## src/rtl/reg_display_scanner.sv

```systemverilog
// Register-select hex display scanner: manual or auto-scan selection of one of NREGS registers,
// with freeze, optional leading-zero blanking and registered active-low seven-segment outputs.
module reg_display_scanner #(
    parameter int unsigned WIDTH    = 16,
    parameter int unsigned NREGS    = 8,
    parameter int unsigned SEL_W    = 3,
    parameter int unsigned DWELL    = 50_000_000,
    parameter int unsigned BLANK_LZ = 0
) (
    input  logic                     clock,
    input  logic                     resetn,
    input  logic [SEL_W-1:0]         sw,
    input  logic                     mode,
    input  logic                     hold,
    input  logic [NREGS*WIDTH-1:0]   regs,
    output logic [7*(WIDTH/4)-1:0]   displ,
    output logic [SEL_W-1:0]         sel_out
);

    localparam int unsigned DIGITS = WIDTH / 4;
    localparam int unsigned CNT_W  = $clog2(DWELL);

    typedef enum logic [1:0] {StManual, StAuto, StFrozen} state_e;

    state_e                  state_q, state_d;
    logic [SEL_W-1:0]        idx_q, idx_d;
    logic [CNT_W-1:0]        cnt_q, cnt_d;
    logic [7*DIGITS-1:0]     displ_q, displ_d;

    logic [SEL_W-1:0]        sw_cl;
    logic [SEL_W-1:0]        step_idx;
    logic [CNT_W-1:0]        step_cnt;
    logic [WIDTH-1:0]        cur_val;

    function automatic logic [6:0] seg7(input logic [3:0] h);
        case (h)
            4'h0: seg7 = 7'h40;
            4'h1: seg7 = 7'h79;
            4'h2: seg7 = 7'h24;
            4'h3: seg7 = 7'h30;
            4'h4: seg7 = 7'h19;
            4'h5: seg7 = 7'h12;
            4'h6: seg7 = 7'h02;
            4'h7: seg7 = 7'h78;
            4'h8: seg7 = 7'h00;
            4'h9: seg7 = 7'h10;
            4'hA: seg7 = 7'h08;
            4'hB: seg7 = 7'h03;
            4'hC: seg7 = 7'h46;
            4'hD: seg7 = 7'h21;
            4'hE: seg7 = 7'h06;
            default: seg7 = 7'h0E;
        endcase
    endfunction

    assign sw_cl = (32'(sw) >= NREGS) ? SEL_W'(NREGS - 1) : sw;

    // One auto-scan step: advance the index only on the dwell counter wrap.
    always_comb begin
        step_idx = idx_q;
        step_cnt = cnt_q + 1'b1;
        if (cnt_q == CNT_W'(DWELL - 1)) begin
            step_cnt = '0;
            step_idx = (idx_q == SEL_W'(NREGS - 1)) ? '0 : idx_q + 1'b1;
        end
    end

    // Releasing a freeze into AUTO resumes the scan where it stopped.
    always_comb begin
        state_d = state_q;
        idx_d   = idx_q;
        cnt_d   = cnt_q;
        if (hold) begin
            state_d = StFrozen;
        end else if (mode && (state_q != StManual)) begin
            state_d = StAuto;
            idx_d   = step_idx;
            cnt_d   = step_cnt;
        end else begin
            state_d = mode ? StAuto : StManual;
            idx_d   = sw_cl;
            cnt_d   = '0;
        end
    end

    always_comb begin
        logic       seen;
        logic [3:0] nib;
        seen    = 1'b0;
        nib     = '0;
        cur_val = regs[int'(idx_d) * WIDTH +: WIDTH];
        displ_d = '1;
        for (int d = int'(DIGITS) - 1; d >= 0; d--) begin
            nib = cur_val[4*d +: 4];
            if (nib != 4'h0 || d == 0) begin
                seen = 1'b1;
            end
            if (BLANK_LZ == 0 || seen) begin
                displ_d[7*d +: 7] = seg7(nib);
            end
        end
    end

    always_ff @(posedge clock or negedge resetn) begin
        if (!resetn) begin
            state_q <= StManual;
            idx_q   <= '0;
            cnt_q   <= '0;
            displ_q <= '1;
        end else begin
            state_q <= state_d;
            idx_q   <= idx_d;
            cnt_q   <= cnt_d;
            if (!hold) begin
                displ_q <= displ_d;
            end
        end
    end

    assign displ   = displ_q;
    assign sel_out = idx_q;

endmodule

```

## config.mk

```make
export PLATFORM = sky130hd
export DESIGN_NAME = reg_display_scanner
export DESIGN_NICKNAME = d
export VERILOG_FILES = /design/src/rtl/reg_display_scanner.sv
export SDC_FILE = /design/constraint.sdc
export NUM_CORES = 1
export LEC_CHECK = 0
export ABC_AREA = 1
export CORE_MARGIN = 2
export CORE_UTILIZATION = 35
export DETAILED_ROUTE_END_ITERATION = 12
export SETUP_SLACK_MARGIN = 0.05
export SYNTH_ARGS = -nofsm -noshare
export SYNTH_HDL_FRONTEND = slang
export SYNTH_SLANG_ARGS = --single-unit
```

## constraint.sdc

```tcl
create_clock -name clock -period 3.9 [get_ports clock]
set_input_delay 1.17 -clock clock [delete_from_list [all_inputs] [get_ports clock]]
set_output_delay 1.17 -clock clock [all_outputs]
set_load 0.1 [all_outputs]
```

# After elaboration in Yosys (flattened, before gate mapping)
# Memory sizes are Yosys's and may differ from the RTL's. A register that Yosys moved wholly into a read port is not among the register bits.
# Cells that the tools add are included.
# Widths: inputs -> output; s select.
# word_totals
reg_bits	31
latch_bits	0
ram_bits	0
mem_bits_ro	448
output_inout_bits	31
word_cells	31
memories	4
# op_classes
n_addsub	2
n_mul	0
div_mod_pow	0
order_cmp	0
eq_ne	2
n_shift	1
mux	9
bitwise	0
reduce_logical	10
# memory_table
memory	depth	word_bits	read_ports	rd_ports_with_merged_regs	write_ports	line_no	rtl
(no name shown)	16	7	1	1	0	36	case (h)
(no name shown)	16	7	1	1	0	36	
(no name shown)	16	7	1	1	0	36	
(no name shown)	16	7	1	1	0	36	
# ops
op	n
$shiftx 128x8->16	1
$mux 26	2
$add 26x1->26 const B	1
$eq 26x26->1 const B	1
$mux 3	4
$logic_not 1->1	8
$add 3x1->3 const B	1
$eq 3x3->1 const B	1
$mux 1	2
$mux 2	1
$reduce_bool 2->1	1
$logic_and 1x1->1	1

# Depth between registers and ports, before layout
# logic_depth
depth_word	6
mapped_depth	25
depth_no_buf	23

# Worst setup path before layout
# OpenSTA, ideal clock, no wires.
# synth_timing
kind	register to register
start	reg idx_q[0], in the netlist sel_out[0]
end	reg displ_q[10], in the netlist displ[10]
setup_ns	0.061
arrival_ns	3.296
slack_ns	0.543
stages_incl_launch_ff	22
n_path_buf	2
synth_period_minus_slack_ns	3.357
cell_sequence	dfrtp_1 ha_1 ha_1 or2_2 nor2_1 nand3_1 nand2_1 nand2_1 nand2_2 buf_6 buf_2 nand2_1 nand3_1 nand3_1 nand2_1 inv_2 ha_1 nand3_1 nand3_1 nand2_1 nand2_1 nand2_1
# synth_via
elab_chain_cells	6
# synth_rtl
element	line_no	rtl
start: declaration	26	logic [SEL_W-1:0] idx_q, idx_d;
start signal: assignment	112	idx_q <= idx_d;
$add 3x1->3 or $eq 3x3->1 (tied branches)	64	step_idx = (idx_q == SEL_W'(NREGS - 1)) ? '0 : idx_q + 1'b1;
$mux 3	64	
$mux 3	62	if (cnt_q == CNT_W'(DWELL - 1)) begin
$mux 3	75	end else if (mode && (state_q != StManual)) begin
$mux 3 (*)	73	if (hold) begin
$shiftx 128x8->16 (*)	91	cur_val = regs[int'(idx_d) * WIDTH +: WIDTH];
end: declaration	28	logic [7*DIGITS-1:0] displ_q, displ_d;
# Mark *: on every way between the ends. The rest lies on a longest branch, timed or not.
# A chain may end at the register's enable or synchronous reset.

# Worst setup path in the final report
# layout_timing
start	in mode
end	reg displ_q[10], in the netlist displ[10]
# layout_via
elab_chain_cells	4
# layout_rtl
element	line_no	rtl
start: declaration	13	input logic mode,
$logic_and 1x1->1	75	
$mux 3	75	
$mux 3	73	
$shiftx 128x8->16	91	
# Every way passes these cells.

==> results.sh <==
export IMPL_rsz0062_at_grt="false"
export IMPL_worstMarginPinSlew_ns=0.934
export IMPL_crit_chain="clkdlybuf4s50_1 -> o21ai_1 -> buf_4 -> nor2_1 -> nand3_1 -> nand2_1 -> nand2_2 -> buf_4 -> buf_12 -> nand3_1 -> nand3_1 -> nand3_1 -> nand2_2 -> inv_2 -> ha_1 -> nand3_1 -> nand3_1 -> nand2_1 -> nand2_1 -> nand2_1"
export IMPL_peakVddDrop_v=0.000466
export IMPL_final_cell_mix="nand2_1, nand3_1, clkdlybuf4s50_1"
export IMPL_worstSetupEndpointType="register"
export IMPL_ff_latch_area_sq_mm=0.00151
export IMPL_min_path_type="reg -> reg"
export IMPL_mostFrequentLayoutCell="nand2_1"
export IMPL_crit_fanout=20
export IMPL_row_count=46
export IMPL_htreeDepth=3
export IMPL_cp_data_required_time_ns=4.17
export IMPL_syn_inst=930
export IMPL_slowest_stage="clkdlybuf4s50_1"
export IMPL_fmaxAchievable_ghz=0.282
export IMPL_cts_clk_slew_worst_paths_ns=0.06
export IMPL_n_fill_cell=1677
export IMPL_start_kind="input pin"
export IMPL_ctsLongestPathBuffers=2
export IMPL_p_per_area_mw_per_mm2=522
export IMPL_final_nets=1258
export IMPL_drv_slew=0
export IMPL_total_power_mw=4.18
export IMPL_hold_viol=0
export IMPL_synth_area_leaders="nand2_1, nand3_1, dfrtp_1"
export IMPL_antenna_found_initial=1
export IMPL_yosysTopAreaCell="nand2_1"
export IMPL_ys_types=40
export IMPL_dp_final_hpwl_microns=14900
export IMPL_drt_wirelength_per_cell_microns=15.0
export IMPL_setup_viol=0
export IMPL_synth_area_per_cell_sq_um=6.16
export IMPL_first_pass_iters=5
export IMPL_layout_drive_gt1_share=0.143
export IMPL_grt_overflow=0
export IMPL_vias_per_cell=4.99
export IMPL_clock_sinks=59
export IMPL_vias=6582
export IMPL_synth_seq_area_share=0.264
export IMPL_grt_max_degree=56
export IMPL_maxCapViolations=0
export IMPL_pre_cts_ws_ns=-0.0416
export IMPL_utilization=0.503
export IMPL_drc=0
export IMPL_die_h_microns=132
export IMPL_die_w_microns=132
export IMPL_grt_pass1_wl_microns=32000
export IMPL_synth_top_cell_area_share=0.214
export IMPL_post_cts_setup_buffers=0
export IMPL_routed_wl_microns=19700
export IMPL_whs_ns=0.468
export IMPL_cp_slowest_stage_delay_ns=0.43
export IMPL_synthesis_area_sq_mm=0.00573
export IMPL_clock_skew_ns=0.00744
export IMPL_tritoncts="built"
export IMPL_core_area_sq_mm=0.0159
export IMPL_numCtsBuffers=9
export IMPL_drt_initial_drc_count=282
export IMPL_crit_type="in -> reg"
export IMPL_grt_pass1_vias=6386
export IMPL_leakagePower_nw=3.89
export IMPL_gp_congestion=0.889
export IMPL_syn_to_final_growth_pct=39.9
export IMPL_timing_final_crit_share=0.911
export IMPL_synth_fp_nets=1092
export IMPL_multiInputGateArea_sq_mm=0.00363
export IMPL_die_area_sq_mm=0.0174
export IMPL_ant_nets=0
export IMPL_io_pins=166
export IMPL_status="completed"
export IMPL_worstPathArrival_ns=3.83
export IMPL_ys_seq_elements=59
export IMPL_slew_headroom=0.377
export IMPL_root_buffer="clkbuf_16"
export IMPL_crit_path_frequent_cell="nand3_1"
export IMPL_period_minus_slack_ns=3.55
export IMPL_yosys_warnings=0
export IMPL_start_util=0.359
export IMPL_grt_total_usage=0.225
export IMPL_port_buffers=165
export IMPL_timing_final_ws_setup_ns=0.348
export IMPL_clock_latency_ns=0.34
-- routing by layer --
layer | global-route usage | vias up | share of wire | wire [microns]
met4 | 0.0646 | 0 | 0.022 | 442
li1 | - | 3337 | - | -
met2 | 0.398 | 170 | 0.50 | 9790
met5 | 0 | - | 0 | 0
met3 | 0.0438 | 28 | 0.046 | 916
met1 | 0.276 | 3047 | 0.43 | 8570
-- synthesized netlist by cell type, drive strengths merged --
cell type,instances
a211oi,2
xnor2,1
o22ai,1
a21boi,1
nand3,223
a21oi,23
ha,27
nor4,1
nor3,14
a221oi,2
clkbuf,9
o21a,3
nand4,3
buf,35
dfrtp,31
nand3b,12
mux2i,1
xor2,5
nor2,54
inv,89
dfstp,28
o21ai,14
a31oi,2
a22o,1
or2,2
nand2,346
-- what timing repair did --
action,CTS,global route
hold buffers,0,0
gates resized for setup,0,7
setup endpoints to repair,0,15
-- worst paths after layout --
path	startpoint	end	slack, ns	cells after the start
hold / removal	displ[6]	displ[6]	0.47	2
setup reg to reg	cnt_q[0]	displ[1]	0.70	21
hold reg to reg	displ[6]	displ[6]	0.47	2
min in group asynchronous	resetn	sel_out[1]	0.98	1
max in group asynchronous	resetn	displ[10]	2.02	2
setup / recovery	mode	displ[10]	0.35	20
-- sequential cells by signal, indices dropped and copies added, names as in the netlist --
name	flops
sel_out	3
state_q	2
cnt_q	26
displ	28
-- power breakdown --
part / internal, mW / switching, mW / total [mW]
clock network: 0.563 / 0.316 / 0.880
registers: 0.810 / 0.0796 / 0.889
logic: 0.701 / 1.71 / 2.41
-- cell type report --
class	instances	area share
diodes	1	0.000312
clock buffers	9	0.0281
clock inverters	7	0.0125
inverters	89	0.0425
multi-input cells	738	0.454
flip-flops and latches	59	0.189
well taps	216	0.0337
repair buffers	198	0.240
repair inverters	1	0.000937
-- cells by family after synthesis --
family,after synthesis,share of synthesized area
adder cells (fa/ha/maj),27,0.0590
buffers and inverters,133,0.105
multiplexers,1,0.00175
flip-flops,59,0.264
AND/OR/NAND/NOR,655,0.510
AO/OA/AOI/OAI,49,0.0513
XOR/XNOR,6,0.00917
-- per-stage QoR --
stage	TNS, ns	cell area, sq um	instances
global route	0	8010	1318
floorplan	0	5730	930
global placement	0	7610	1298
finish	0	8010	1318
CTS	0	7940	1314
detailed placement	-0.130	7610	1298
-- critical path: cells and delay by family --
kind                     cells  cell delay [ns]
AO/OA/AOI/OAI                1             0.15
adder cells (fa/ha/maj)      1             0.27
buffers and inverters        5             1.12
AND/OR/NAND/NOR             13             1.11
Note: power is estimated with default switching activity, not from simulation.
==> RTL change, RTL diff (same flow settings) <==
Set the parameter `DWELL` to 100_000_000 (it was 50_000_000).
--- a/src/rtl/reg_display_scanner.sv
+++ b/src/rtl/reg_display_scanner.sv
@@ -5,5 +5,5 @@
     parameter int unsigned NREGS    = 8,
     parameter int unsigned SEL_W    = 3,
-    parameter int unsigned DWELL    = 50_000_000,
+    parameter int unsigned DWELL    = 100_000_000,
     parameter int unsigned BLANK_LZ = 0
 ) (
Check against the original RTL: same outputs for any inputs over 10 cycles, from zero or initial values and one cycle with resetn low; that may be too few to reach the edited logic, so the function may still have changed.
==> RTL change against the unedited design <==
  * Critical path type unchanged
  * Hold slack worse by 0.0023 ns
  * Cell area is 0.59% higher
  * Total power rose by 4.2%
  * Worst setup slack lost 0.010 ns
  * Largest cell class unchanged
  * Routed wire length decreased by 6.3%
  * Sequential cell count grew 1
  * Highest routed layer unchanged
  * Final cell count rose by 1.5%
  * Area after synthesis fell by 0.70%
==> RTL change: results (changes against the unedited design) <==
synth_area_leaders: "nand2_1 24%, dfrtp_1 14%, dfstp_2 13%"
dpl.hpwl_um: 15000  # +0.32%
synth_cell_types: 39  # -2.5%
grt_max_degree: 51  # -8.9%
wirelength_um: 18500  # -6.3%
synthTopCellsByCount: "357 x nand2_1, 127 x nand3_1, 105 x inv_1"
yosysSeqAreaShare_pct: 27.0  # +0.63 points
syn_inst: 921  # -0.97%
cpPeakStageDelay_ns: 0.47  # +0.04 ns
crit_fanout: 12  # -40%
fin_skew_ns: 0.00837  # +0.000922 ns
avgViaCountPerCell: 4.72  # -5.6%
grt_pass1_vias: 6389  # +0.047%
grtUsageTotal_pct: 21.9  # -0.60 points
grt_pass1_wl_um: 30900  # -3.2%
synth.net_count: 1083  # -0.82%
drt_iter0_drc: 301  # +6.7%
status: "completed"
grt_antenna_before_repair: 0  # -1
n_antenna_cell: 0  # -1
place_area_um2: 7760  # +1.9%
final_nets: 1279  # +1.7%
ir_drop_mv: 0.463  # -0.78%
place_congestion: 0.855  # -3.9%
critPathTopFamily: "simple AND/OR/NAND/NOR gates"
final_layout_size_suffix_gt1_share_pct: 14.5  # +0.27 points
RTL change: path summary, 6_finish.rpt:
kind                               start          to  slack [ns]  depth (start not counted)
worst max-delay path                mode   displ[17]        0.34                         20
worst min-delay path            displ[3]    displ[3]        0.47                          2
min in group asynchronous         resetn  sel_out[1]        0.73                          1
worst max register to register  cnt_q[0]   displ[24]        0.84                         22
worst min register to register  displ[3]    displ[3]        0.47                          2
max in group asynchronous         resetn   displ[24]        2.41                          2
RTL change: routing by layer:
metal	GRT usage, %	part of all wire (%)	vias to the layer above
li1	-	-	3306
met1	27.1	46	2822
met2	36.9	47	155
met3	5.56	5.1	28
met4	7.31	2.2	0
met5	0	0	-
RTL change: logic make-up (layout without fill, tap and decap cells):
family                   count (synthesis)  in the layout  synth area share (%)
adder cells (fa/ha/maj)                 27             27                  5.94
buffers and inverters                  147            348                  11.6
flip-flops                              60             60                  27.0
multiplexers                             1              1                 0.176
AND/OR/NAND/NOR                        620            620                  48.3
AO/OA/AOI/OAI                           61             61                  6.18
XOR/XNOR                                 5              5                 0.770
RTL change: what timing repair did:
item                                    4_1_cts  5_1_grt
endpoints found under the setup margin        0        4
resized for setup                             0        3
hold buffers                                  0        0
RTL change: cell type report:
class                           instances  area [um^2]
Inverter                              109          412
Fill cell                            1669         7820
Clock inverter                          4         50.0
Multi-Input combinational cell        714         3490
Clock buffer                           12          246
Timing Repair Buffer                  223         2050
Tap cell                              216          270
Sequential cell                        60         1540
RTL change: power groups by stage:
stage / Combinational [mW] / Clock, mW / Sequential [mW]
after global routing: 2.87 / 0.843 / 0.951
after CTS: 2.65 / 0.814 / 0.933
final: 2.64 / 0.787 / 0.929
after floorplan: 0.956 / 0 / 1.88
after global placement: 2.64 / 0 / 0.940
after detailed placement: 2.64 / 0 / 0.939
